==> config.mk <==
export PLATFORM = sky130hd
export DESIGN_NAME = put_ring_ctrl
export DESIGN_NICKNAME = d
export VERILOG_FILES = /design/src/rtl/put_ring_ctrl.sv
export SDC_FILE = /design/constraint.sdc
export NUM_CORES = 1
export LEC_CHECK = 0
export ABC_CLOCK_PERIOD_IN_PS = 4800
export BUFFER_PORTS_ARGS = -buffer_cell sky130_fd_sc_hd__buf_4
export CAP_MARGIN = 20
export CORE_ASPECT_RATIO = 2
export CORE_MARGIN = 4
export CORE_UTILIZATION = 45
export DETAILED_ROUTE_END_ITERATION = 12
export GPL_TIMING_DRIVEN = 0
export PLACE_DENSITY = 0.78
export SLEW_MARGIN = 15
export SYNTH_ARGS = -nofsm -noshare
export SYNTH_HDL_FRONTEND = slang
export SYNTH_SLANG_ARGS = --single-unit
==> constraint.sdc <==
create_clock -name clk_put -period 4.8 [get_ports clk_put]
set_input_delay 0.72 -clock clk_put [delete_from_list [all_inputs] [get_ports clk_put]]
set_output_delay 0.72 -clock clk_put [all_outputs]
set_load 0.1 [all_outputs]
==> src/rtl/put_ring_ctrl.sv <==
// ---------------------------------------------------------------------------
// put_ring_ctrl
//   Put-side controller of the token-ring FIFO. Steers each accepted producer
//   word to the cell currently holding the put token, issues the one-shot
//   ring token init after reset, and tracks per-cell occupancy so it can
//   raise full / almost_full. Drained cells are reported by the get side on
//   cell_empty, which is already synchronised to clk_put.
//
// Ports
//   clk_put       in   put-domain clock, rising edge
//   reset_n       in   asynchronous active-low reset
//   req_put       in   producer write request (data_put valid while high)
//   data_put      in   producer data word
//   cell_empty    in   per-cell empty level from the get side
//   tok_init      out  one-cycle pulse loading the ring's initial token
//   put_tok       out  one-hot put-token position
//   cell_we       out  one-hot registered write strobe to the cell array
//   cell_din      out  registered write data, valid with cell_we
//   put_ack       out  request accepted on the previous edge
//   full          out  token cell occupied, no accept possible
//   almost_full   out  occupancy at or above NCELLS-AF_MARGIN
//   overflow_err  out  sticky: req_put seen while full
// ---------------------------------------------------------------------------
module put_ring_ctrl #(
  parameter int WIDTH     = 8,
  parameter int NCELLS    = 4,
  parameter int AF_MARGIN = 1
) (
  input  logic              clk_put,
  input  logic              reset_n,
  input  logic              req_put,
  input  logic [WIDTH-1:0]  data_put,
  input  logic [NCELLS-1:0] cell_empty,
  output logic              tok_init,
  output logic [NCELLS-1:0] put_tok,
  output logic [NCELLS-1:0] cell_we,
  output logic [WIDTH-1:0]  cell_din,
  output logic              put_ack,
  output logic              full,
  output logic              almost_full,
  output logic              overflow_err
);

  localparam int CW = $clog2(NCELLS + 1);
  localparam logic [CW-1:0] AF_THRESH = CW'(NCELLS - AF_MARGIN);

  typedef enum logic [1:0] {
    S_RST  = 2'd0,
    S_INIT = 2'd1,
    S_RUN  = 2'd2
  } state_t;

  state_t            state_reg;
  logic [NCELLS-1:0] occ_reg;
  logic [NCELLS-1:0] empty_q_reg;

  logic              accept;
  logic [NCELLS-1:0] rise;
  logic [NCELLS-1:0] occ_next;
  logic [NCELLS-1:0] tok_next;
  logic [CW-1:0]     count_next;
  logic              full_next;
  logic              af_next;

  assign accept = (state_reg == S_RUN) && req_put && !full;

  // A drained cell shows up as a rising edge of its empty level.
  assign rise = cell_empty & ~empty_q_reg;

  // A write into a cell wins over a drain report for the same cell.
  for (genvar gi = 0; gi < NCELLS; gi++) begin : g_occ
    assign occ_next[gi] = (accept && put_tok[gi]) || (occ_reg[gi] && !rise[gi]);
  end

  assign tok_next = accept ? {put_tok[NCELLS-2:0], put_tok[NCELLS-1]} : put_tok;

  always_comb begin
    count_next = '0;
    for (int i = 0; i < NCELLS; i++) begin
      count_next = count_next + CW'(occ_next[i]);
    end
  end

  // Full looks ahead at the cell the token will sit on after this edge.
  assign full_next = |(occ_next & tok_next);
  assign af_next   = (count_next >= AF_THRESH);

  always_ff @(posedge clk_put or negedge reset_n) begin
    if (!reset_n) begin
      state_reg    <= S_RST;
      occ_reg      <= '0;
      empty_q_reg  <= '1;
      put_tok      <= NCELLS'(1);
      cell_we      <= '0;
      cell_din     <= '0;
      put_ack      <= 1'b0;
      tok_init     <= 1'b0;
      full         <= 1'b1;
      almost_full  <= 1'b0;
      overflow_err <= 1'b0;
    end else begin
      case (state_reg)
        S_RST:   state_reg <= S_INIT;
        S_INIT:  state_reg <= S_RUN;
        default: state_reg <= S_RUN;
      endcase

      // Registered outputs track the state being entered on this edge.
      tok_init    <= (state_reg == S_RST);
      full        <= (state_reg == S_RST) ? 1'b1 : full_next;
      almost_full <= af_next;

      empty_q_reg <= cell_empty;
      occ_reg     <= occ_next;
      put_tok     <= tok_next;
      cell_we     <= accept ? put_tok : '0;
      put_ack     <= accept;
      if (accept) begin
        cell_din <= data_put;
      end

      if ((state_reg == S_RUN) && req_put && full) begin
        overflow_err <= 1'b1;
      end
    end
  end

endmodule

==> results.sh <==
export IMPL_ys_async_sr_fraction_pct=100
export IMPL_via_count=919
export IMPL_diodes=0
export IMPL_p_clk_share_pct=31.0
export IMPL_wl_per_cell_um=13.8
export IMPL_power_density_mw_per_mm2=369
export IMPL_crit_family="adder cells"
export IMPL_htree_levels=2
export IMPL_cts_sinks=30
export IMPL_peakVddDrop_mv=0.266
export IMPL_status="completed"
export IMPL_start_util_pct=47.1
export IMPL_numCtsBuffers=5
export IMPL_hpwl_um=1920
export IMPL_cts_hold_fix_buffers=0
export IMPL_cap_violations=0
export IMPL_yosys_top_cells_area="dfrtp_1 50%, dfstp_2 13%, nand2_1 12%"
export IMPL_grt_setup_unrepaired="false"
export IMPL_synth_seq_cells=30
export IMPL_final_min_clock_period_ps=2440
export IMPL_critPathMostFrequentCell="nand2_1"
export IMPL_crit_slowest_cell="fa_1"
export IMPL_synth_nets=130
export IMPL_synthCells=111
export IMPL_dr_pass1_iters=4
export IMPL_largest_reg_flops=8
export IMPL_p_seq_share_pct=46.6
export IMPL_dieArea_mm2=0.00364
export IMPL_worstHoldPathType="in2async"
export IMPL_drive_gt1_share_pct=36.6
export IMPL_io_pins=36
export IMPL_timing_final_ws_setup_ps=2360
export IMPL_tritoncts="built"
export IMPL_cp_arrival_ps=2630
export IMPL_critPathBufInv=4
export IMPL_groute_usage_overall_pct=16.3
export IMPL_ys_warn_count=0
export IMPL_grt_overflow_total=0
export IMPL_fin_skew_ps=4.55
export IMPL_crit_type="in2reg"
export IMPL_slowest_delay_ps=540
export IMPL_fmax_mhz=411
export IMPL_largest_register="cell_din"
export IMPL_viasPerCell=5.08
export IMPL_drcViolationCount=0
export IMPL_std_cell_rows=26
export IMPL_ys_seq_area_share_pct=62.6
export IMPL_setup_viol=0
export IMPL_ys_flop_type="dfrtp_1"
export IMPL_core_area_mm2=0.00257
export IMPL_fin_tns_setup_ps=0
export IMPL_synth_area_per_cell_um2=10.9
export IMPL_synth_top_area_share_pct=49.6
export IMPL_pre_cts_slack_ps=2070
export IMPL_yosysMostFrequentCell="nand2_1"
export IMPL_root_buffer="clkbuf_8"
export IMPL_start_kind="input pin"
export IMPL_critical_path_required_ps=4990
export IMPL_switchingPower_w=0.000191
export IMPL_routed_wl_um=2500
export IMPL_cts_resized=0
export IMPL_p_leak_nw=0.882
export IMPL_port_buffers=35
export IMPL_grt_max_degree=31
export IMPL_gp_congestion=0.763
export IMPL_grt_pass1_wl_um=4280
export IMPL_antenna_found_initial=0
export IMPL_clk_latency_ps=270
export IMPL_combPwrFrac_pct=22.4
export IMPL_worstPathMaxFanout=8
export IMPL_clk_pin_slew_ps=50
export IMPL_slew_headroom_pct=73.8
export IMPL_syn_area_mm2=0.00121
export IMPL_grt_pass1_vias=1019
export IMPL_hold_viol=0
export IMPL_maxSlewViolCount=0
export IMPL_synth_cell_types=32
export IMPL_first_iter_violations=18
export IMPL_worstMarginPinSlew_ps=390
export IMPL_die_x_um=44.7
export IMPL_areaGrowthSynthToFinish_pct=30.9
export IMPL_intPower_w=0.000395
export IMPL_post_cts_buffers=0
export IMPL_yosysTopAreaCell="dfrtp_1"
export IMPL_worst_setup_path_end_kind="flip-flop"
export IMPL_clockBufferDepth=2
export IMPL_synth_edff_count=0
export IMPL_min_period_over_period_pct=50.7
export IMPL_synth_common_cells="38 x nand2_1, 24 x dfrtp_1, 8 x inv_1"
export IMPL_fin_nets=172
export IMPL_sw_frac_of_total_pct=32.6
export IMPL_die_h_um=81.4
export IMPL_cp_cell_sequence="buf_4 -> nand4_4 -> inv_4 -> nand2_1 -> nand2_1 -> inv_1 -> fa_1 -> inv_1 -> ha_1 -> ha_1 -> nand2_1 -> o21bai_1"
export IMPL_ant_nets=0
final timing paths:
kind                        startpoint        endpoint  slack, ps  cells after the start
max                            req_put     almost_full       2360                     12
min                            reset_n     cell_din[4]        360                      1
max reg2reg                       full     almost_full       2400                     12
min reg2reg                cell_din[6]     cell_din[6]        470                      2
max in group asynchronous      reset_n  empty_q_reg[1]       4120                      1
min in group clk_put       cell_din[6]     cell_din[6]        470                      2
power by group through the flow:
stage | clock network (W) | registers (W) | logic (W)
finish | 0.000182 | 0.000273 | 0.000131
global route | 0.000197 | 0.000275 | 0.000138
CTS | 0.000187 | 0.000273 | 0.000132
detailed placement | 0 | 0.000277 | 0.000132
global placement | 0 | 0.000277 | 0.000130
floorplan | 0 | 0.000353 | 0.0000180
logic make-up after synthesis:
kind of cell	count (synthesis)	share of synthesized area (%)
buffers and inverters	14	4.96
flip-flops	30	62.6
adder cells (fa/ha/maj)	4	4.75
AND/OR/NAND/NOR	50	19.2
AO/OA/AOI/OAI	13	8.47
metal layers:
layer  track usage [%]  wire [um]  vias up
li1                  -          -      437
met1              16.4        879      435
met2              28.1       1370       37
met3              5.32        179       10
met4              9.37         71        0
met5                 0          0        -
cells in the final DEF, fill, tap and decap left out, types with 2 or more instances in the layout:
cell	count
buf_4	36
clkbuf_1	2
clkbuf_8	5
dfrtp_1	24
dfstp_2	6
ha_1	3
inv_1	8
inv_2	3
nand2_1	38
nand2b_1	3
nor2_1	2
area by class of cell:
cell class	instances	area, um^2
inverter	12	47.5
timing repair buffer	35	263
multi-input combinational	67	393
sequential	30	758
clock buffer	7	76.3
fill	232	985
buffer	2	12.5
tap	28	35.0
per-stage QoR:
stage / cell area [um^2] / cells / utilization, % / total power [W] / hold slack [ps]
floorplan: 1210 / 111 / - / 0.000371 / 424
finish: 1590 / 181 / 61.7 / 0.000586 / 359
global placement: 1510 / 174 / 58.7 / 0.000407 / 448
global route: 1590 / 181 / 61.7 / 0.000609 / 377
CTS: 1590 / 181 / 61.7 / 0.000592 / 367
detailed placement: 1510 / 174 / 58.7 / 0.000409 / 464
Note: power is estimated with default switching activity, not from simulation.
